===== src/rtl/dcfifo_wr_arbiter_pkg.sv =====
// Shared types and the round-robin search used by the FIFO write-port arbiter.
// The search is written for up to 8 requesters; callers zero-pad narrower vectors.
package dcfifo_wr_arbiter_pkg;

    localparam int RR_MAX = 8;

    typedef enum logic {
        ST_IDLE  = 1'b0,
        ST_GRANT = 1'b1
    } state_t;

    typedef struct packed {
        logic       found;
        logic [2:0] idx;
    } rr_result_t;

    // Visit last+1, last+2, ... wrapping at nreq; the first valid index wins,
    // so the previous winner is always examined last.
    function automatic rr_result_t rr_next(
        input logic [RR_MAX-1:0] valid,
        input logic [2:0]        last,
        input int unsigned       nreq
    );
        rr_result_t  res;
        int unsigned j;
        res.found = 1'b0;
        res.idx   = last;
        for (int unsigned i = 1; i <= RR_MAX; i++) begin
            j = 32'(last) + i;
            if (j >= nreq) begin
                j = j - nreq;
            end
            if ((i <= nreq) && !res.found && valid[j[2:0]]) begin
                res.found = 1'b1;
                res.idx   = j[2:0];
            end
        end
        return res;
    endfunction

endpackage


===== src/rtl/dcfifo_wr_arbiter_rr_pick.sv =====
// Combinational round-robin picker: finds the next valid requester after last_idx.
module dcfifo_wr_arbiter_rr_pick
    import dcfifo_wr_arbiter_pkg::*;
#(
    parameter  int NREQ = 4,
    localparam int IW   = $clog2(NREQ)
) (
    input  logic [NREQ-1:0] req_valid,
    input  logic [IW-1:0]   last_idx,
    output logic [IW-1:0]   win_idx,
    output logic            found
);

    logic [RR_MAX-1:0] valid_pad;
    rr_result_t        res;

    always_comb begin
        valid_pad             = '0;
        valid_pad[NREQ-1:0]   = req_valid;
        res                   = rr_next(valid_pad, 3'(last_idx), NREQ);
        found                 = res.found;
        win_idx               = IW'(res.idx);
    end

endmodule


===== src/rtl/dcfifo_wr_arbiter.sv =====
// Round-robin arbiter sharing one dual-clock FIFO write port among NREQ producers,
// granting bursts of up to BURST words and never writing while the FIFO is full.
module dcfifo_wr_arbiter
    import dcfifo_wr_arbiter_pkg::*;
#(
    parameter  int NREQ   = 4,
    parameter  int DWIDTH = 16,
    parameter  int BURST  = 4,
    parameter  int SWIDTH = 16,
    localparam int IW     = $clog2(NREQ),
    localparam int CW     = $clog2(BURST + 1)
) (
    input  logic                   wr_clk,
    input  logic                   areset_n_wr,
    input  logic [NREQ-1:0]        req_valid,
    input  logic [NREQ*DWIDTH-1:0] req_data,
    output logic [NREQ-1:0]        req_ready,
    input  logic                   fifo_full,
    output logic [DWIDTH-1:0]      fifo_datain,
    output logic                   fifo_write,
    output logic [IW-1:0]          grant_id,
    output logic                   busy,
    output logic [SWIDTH-1:0]      stall_cnt
);

    localparam logic [CW-1:0]     LAST_CNT  = CW'(BURST - 1);
    localparam logic [IW-1:0]     RESET_GNT = IW'(NREQ - 1);

    state_t          state, state_nxt;
    logic [IW-1:0]   grant_nxt;
    logic [CW-1:0]   burst_cnt, cnt_nxt;
    logic [IW-1:0]   win_idx;
    logic            found;
    logic            valid_g;
    logic            xfer;
    logic            stall;

    dcfifo_wr_arbiter_rr_pick #(
        .NREQ (NREQ)
    ) u_rr_pick (
        .req_valid (req_valid),
        .last_idx  (grant_id),
        .win_idx   (win_idx),
        .found     (found)
    );

    always_ff @(posedge wr_clk or negedge areset_n_wr) begin
        if (!areset_n_wr) begin
            state     <= ST_IDLE;
            grant_id  <= RESET_GNT;
            burst_cnt <= '0;
        end else begin
            state     <= state_nxt;
            grant_id  <= grant_nxt;
            burst_cnt <= cnt_nxt;
        end
    end

    // Handshake: a word moves on a rising edge where req_valid[k] && req_ready[k];
    // req_ready only depends on grant and fifo_full, never on req_valid, and the
    // same condition drives fifo_write, so the FIFO and the producer always agree.
    always_comb begin
        state_nxt   = state;
        grant_nxt   = grant_id;
        cnt_nxt     = burst_cnt;
        req_ready   = '0;
        fifo_write  = 1'b0;
        fifo_datain = '0;
        busy        = 1'b0;
        valid_g     = req_valid[grant_id];
        xfer        = 1'b0;
        stall       = 1'b0;

        case (state)
            ST_IDLE: begin
                if (found) begin
                    grant_nxt = win_idx;
                    cnt_nxt   = '0;
                    state_nxt = ST_GRANT;
                end
            end

            ST_GRANT: begin
                busy                = 1'b1;
                req_ready[grant_id] = !fifo_full;
                fifo_datain         = req_data[grant_id*DWIDTH +: DWIDTH];
                xfer                = valid_g && !fifo_full;
                stall               = valid_g && fifo_full;
                fifo_write          = xfer;

                if (!valid_g) begin
                    state_nxt = ST_IDLE;
                end else if (xfer) begin
                    cnt_nxt = burst_cnt + 1'b1;
                    if (burst_cnt == LAST_CNT) begin
                        state_nxt = ST_IDLE;
                    end
                end
            end

            default: begin
                state_nxt = ST_IDLE;
            end
        endcase
    end

    // Saturating count of granted cycles blocked only by a full FIFO.
    always_ff @(posedge wr_clk or negedge areset_n_wr) begin
        if (!areset_n_wr) begin
            stall_cnt <= '0;
        end else if (stall && (stall_cnt != '1)) begin
            stall_cnt <= stall_cnt + 1'b1;
        end
    end

endmodule


===== config.mk =====
export PLATFORM = sky130hd
export DESIGN_NAME = dcfifo_wr_arbiter
export DESIGN_NICKNAME = d
export VERILOG_FILES = /design/src/rtl/dcfifo_wr_arbiter_pkg.sv /design/src/rtl/dcfifo_wr_arbiter_rr_pick.sv /design/src/rtl/dcfifo_wr_arbiter.sv
export SDC_FILE = /design/constraint.sdc
export NUM_CORES = 1
export LEC_CHECK = 0
export ABC_CLOCK_PERIOD_IN_PS = 8440
export CAP_MARGIN = 20
export CORE_ASPECT_RATIO = 0.6
export CORE_MARGIN = 5
export CORE_UTILIZATION = 24
export CTS_CLUSTER_DIAMETER = 40
export DETAILED_ROUTE_END_ITERATION = 16
export HOLD_SLACK_MARGIN = 0.05
export SYNTH_ARGS = -nofsm -noshare
export SYNTH_HDL_FRONTEND = slang
export SYNTH_HIERARCHICAL = 1
export SYNTH_SLANG_ARGS = --single-unit

===== constraint.sdc =====
create_clock -name wr_clk -period 8.44 [get_ports wr_clk]
set_clock_uncertainty 0.15 [all_clocks]
set_input_delay 1.688 -clock wr_clk [delete_from_list [all_inputs] [get_ports wr_clk]]
set_output_delay 1.688 -clock wr_clk [all_outputs]
set_load 0.05 [all_outputs]

[Yosys cells after proc, flatten, opt, wreduce, memory -nomap -nowiden]
Cells that the tools add are included.
Cells by class
  eq/ne operators: 5
  reductions and logical operators: 14
  shift-type cells: 1
  muxes and demuxes: 34
  bitwise logic cells: 2
  $lt $le $gt $ge: 10
  add/sub/neg operators: 10
Operators with widths (number)
  $ge A32 B3 Y1 const B: 3
  $shiftx A64 B7 Y16: 1
  $mux W3: 7
  $mux W4: 5
  $add A16 B1 Y16 const B: 1
  $lt A3 B4 Y1 const B: 4
  $mux W16: 1
  $ne A16 B16 Y1 const B: 1
  $mux W1: 13
  $bmux W1 S3: 4
  $sub A3 B3 Y3 const B: 4
  $logic_and A1 B1 Y1: 7
  $add A2 B2 Y3 const B: 2
  $ne A2 B1 Y1 const B: 3
  $pmux W3 S2: 1
  $reduce_and A3 Y1: 2
  $add A2 B3 Y4 const B: 1
  $and A4 B4 Y4: 1
  $ge A4 B3 Y1 const B: 1
  $logic_not A1 Y1: 4
  $reduce_bool A4 Y1: 1
  $add A2 B1 Y3 const B: 1
  $add A3 B1 Y3 const B: 1
  $eq A3 B2 Y1 const B: 1
  6 further kinds: 6
Word-level totals
  bits in registers: 22
  logic and storage cells: 80
  output and inout port bits: 40
  input port bits: 71

[Depth between registers and ports, before layout]
  depth in word-level cells: 17
  gate-level depth with buffers: 9
  mapped depth without buffers: 8

[Hierarchy]
The synthesis kept the hierarchy.
Modules (own cells, without submodules)
  dcfifo_wr_arbiter: area each 1646.6 µm², cells an instance 145, instances 1, sequential area each 553.0 µm²
  dcfifo_wr_arbiter_rr_pick: area each 292.8 µm², cells an instance 33, instances 1, sequential area each 0.0 µm²

[Worst setup path after synthesis]
OpenSTA, ideal clock, no wires.
  path type: input -> output
  start point: input port fifo_full
  end point: output port req_ready[0]
  arrival time: 2.764 ns
  setup slack: 3.838 ns
  stages: 1
  path buffers: 0
  path through: nor3_1
On the way
  word-level cells in the longest chain between the ends: 3
RTL lines
  start, declared: line dcfifo_wr_arbiter.sv:18  | input logic fifo_full,
  $logic_not A1 Y1: line dcfifo_wr_arbiter.sv:85  | req_ready[grant_id] = !fifo_full;
  $and A4 B4 Y4 (no source line)
  $mux W4: line dcfifo_wr_arbiter.sv:74  | case (state)
  end, declared: line dcfifo_wr_arbiter.sv:17  | output logic [NREQ-1:0] req_ready,
No other way between the ends.

[Worst setup path in the final report]
  start point: input port req_valid[1]
  end point: output port fifo_write
On the way
  word-level cells in the longest chain between the ends: 4
RTL lines
  start, declared: line dcfifo_wr_arbiter.sv:15  | input logic [NREQ-1:0] req_valid,
  $bmux W1 S2: line dcfifo_wr_arbiter.sv:70  | valid_g = req_valid[grant_id];
  $mux W1 (not written as such): line dcfifo_wr_arbiter.sv:70
  $logic_and A1 B1 Y1: line dcfifo_wr_arbiter.sv:87  | xfer = valid_g && !fifo_full;
  $mux W1: line dcfifo_wr_arbiter.sv:74
  end, declared: line dcfifo_wr_arbiter.sv:20  | output logic fifo_write,
No other way between the ends. The select of a mux whose other input is x is not followed.

==> impl_metrics.py <==
metrics = {
    "clocking": {
        "cts.sinks": 22,
        "tritoncts": "built",
        "root_buffer": "clkbuf_16",
        "post_cts_resized": 0,
        "path_clk_slew_ns": 0.06,
        "htree_num_levels": 1,
        "insertion_delay_ns": 0.26,
        "cts_buffers": 3,
        "cts_setup_buffers": 0,
        "clockBufferDepth": 2,
        "ctsHoldBuffers": 0,
    },
    "logic_synthesis": {
        "netlist_area_sq_mm": 0.00194,
        "avgSynthCellArea_sq_um": 10.9,
        "yosysMostFrequentCell": "dfrtp_1",
        "synth_top_cell_by_area": "dfrtp_1",
        "synth_edf_count": 0,
        "yosysTopAreaCellShare_pct": 25.8,
        "synthArstFlopShare_pct": 100,
        "syn-num-nets": 253,
        "synth-seq-cells": 22,
        "ys.flop_type": "dfrtp_1",
        "yosys_warnings": 6,
        "yosysUniqueCellTypes": 40,
        "synth_seq_area_share_pct": 28.5,
        "syn_inst": 178,
        "ys_top_cells_by_area": "dfrtp_1 26%, mux4_2 21%, xor2_1 6.8%, and2_1 5.5%, mux2i_1 3.6%",
        "yosys-top-cells-count": "20 x dfrtp_1, 18 x mux4_2, 17 x and2_1, 15 x xor2_1, 12 x nand2_1",
    },
    "placement": {
        "place.detailed.hpwl_microns": 5000,
        "io_buffer_count": 110,
        "dp.cells": 387,
        "gp_congestion": 0.870,
    },
    "power": {
        "vdd_drop_max_uv": 190,
        "leakage_nw": 1.28,
        "powerDensity_mw_per_mm2": 347,
    },
    "detailed_routing": {
        "wl_per_cell_microns": 16.0,
        "firstDrtPassIters": 4,
        "drt_iter0_drc": 82,
        "vias": 1884,
        "routed_wl_microns": 6280,
        "vias_per_cell": 4.81,
        "ant_nets": 0,
        "drc_errors": 0,
    },
    "timing": {
        "slew_headroom_pct": 39.2,
        "rsz0062_at_grt": "false",
        "worstMarginPinSlew_ns": 0.911,
        "setup_viol_count_final": 0,
        "drv_slew": 0,
        "hold_violations": 0,
        "final.period_utilization_pct": 66.9,
        "max_freq_ghz": 0.177,
        "period_needed_ns": 5.65,
        "setup_tns_ns": 0,
    },
    "worst_setup_path": {
        "arrival_ns": 3.81,
        "r2r_end": "grant_id[0]$_DFFE_PN1P_",
        "end_kind": "primary output",
        "cp_max_fo": 8,
        "r2r.worst_path.cells": 7,
        "r2r-start": "grant_id[0]$_DFFE_PN1P_",
        "r2r_setup_slack_ns": 4.86,
        "worstPathRequired_ns": 6.60,
        "path_class": "primary input to primary output",
        "startpoint_type": "primary input",
    },
    "status": {
        "run_status": "complete, no violations",
    },
    "floorplanning": {
        "initial_utilization_pct": 24.6,
        "coreArea_sq_mm": 0.00788,
        "fp.dieW_microns": 126,
        "fp-row-count": 25,
        "dieArea_sq_mm": 0.0100,
        "ios": 111,
        "die_h_microns": 79.6,
    },
    "min_path": {
        "hp-class": "register to register",
        "min_to": "stall_cnt[14]$_DFFE_PN0P_",
        "min_from": "stall_cnt[14]$_DFFE_PN0P_",
        "worst_hold_path.num_cells": 1,
    },
    "grt": {
        "grt_overflow": 0,
        "grt_pass1_vias": 1822,
        "grt_max_degree": 34,
        "antenna_found_initial": 0,
        "track_usage_pct": 12.2,
        "grt_pass1_wl_microns": 9890,
    },
    "finish": {
        "diodes": 0,
        "drive_gt1_share_pct": 11.3,
        "area_growth_pct": 67.9,
        "fin_nets": 360,
        "final_cell_count_no_fill": 392,
    },
    "flow_run": {
        "cap_violations": 0,
    },
}
==> stage by stage <==
step	setup slack (ns)	area (sq um)	hold WS, ns	power, W	utilization, %
after floorplan	3.84	1940	0.302	0.000774	-
after global placement	2.77	3120	0.323	0.00100	39.6
after detailed placement	2.74	3120	0.334	0.00101	39.6
after CTS	2.74	3230	0.346	0.00114	41.0
after global routing	2.60	3260	0.360	0.00120	41.3
final	2.79	3260	0.339	0.00113	41.3
==> where the power goes <==
group,leakage [nW],switching (W),internal [W],total (W)
Combinational,0.951,0.000413,0.000343,0.000757
Sequential,0.278,0.000103,0.000139,0.000242
Clock,0.0511,0.0000380,0.0000942,0.000132
==> worst max path at each step <==
stage | from | to | slack, ns | cells past startpoint
after floorplan | fifo_full | req_ready[0] | 3.84 | 1
after global placement | req_valid[1] | fifo_write | 2.77 | 6
after detailed placement | req_valid[1] | fifo_write | 2.74 | 6
after CTS | req_valid[1] | fifo_write | 2.74 | 6
after global routing | req_valid[1] | fifo_write | 2.60 | 6
final | req_valid[1] | fifo_write | 2.79 | 6
==> final cells by class <==
class | instances | area [sq um]
fillers | 743 | 4630
clock inverters | 1 | 30.0
flip-flops and latches | 22 | 553
well taps | 108 | 135
inverters | 7 | 26.3
repair buffers | 111 | 1130
clock buffers | 3 | 75.1
multi-input cells | 140 | 1310
==> layer usage <==
layer	share of wire, %	vias to the layer above	GRT usage, %
met3	7.0	2	2.47
met4	0.18	0	0.964
met1	48	903	17.4
li1	-	892	-
met5	0	-	0
met2	45	87	19.9
==> cell families after synthesis <==
family / after synthesis / share of synthesized area, %
AOI/OAI and AO/OA: 13 / 5.94
adders and majority gates: 4 / 2.58
xor gates and xnor gates: 16 / 7.23
DFF: 22 / 28.5
and+or+nand+nor: 75 / 22.2
buffers and inverters: 16 / 4.00
muxes: 32 / 29.5
==> critical path, cell delays in order <==
cell and delay (ns):
clkdlybuf4s50_1 0.59, mux2i_1 0.15, mux2i_1 0.21, nand3_1 0.22, inv_1 0.14, clkdlybuf4s50_1 0.81
==> layout by cell type (no fill, tap or decap), types with 2 or more instances in the layout <==
cell / n
dfrtp_1: 20
nor3_1: 8
dfstp_2: 2
xor2_1: 15
clkbuf_16: 3
nor2_1: 6
inv_1: 7
o211ai_1: 2
nand2_1: 12
mux2_2: 3
a21oi_1: 3
mux2_1: 2
nor4_1: 4
o311ai_0: 2
nor4b_1: 3
nand4_1: 6
nand3_1: 8
mux4_2: 18
and2_1: 17
ha_1: 4
clkdlybuf4s50_1: 110
nand2b_1: 5
mux2i_1: 7
==> state kept, by name, indices dropped and copies added (netlist names) <==
signal and flops:
burst_cnt 3, grant_id 2, stall_cnt 16, state 1
Power figures use the tool's default switching activity.
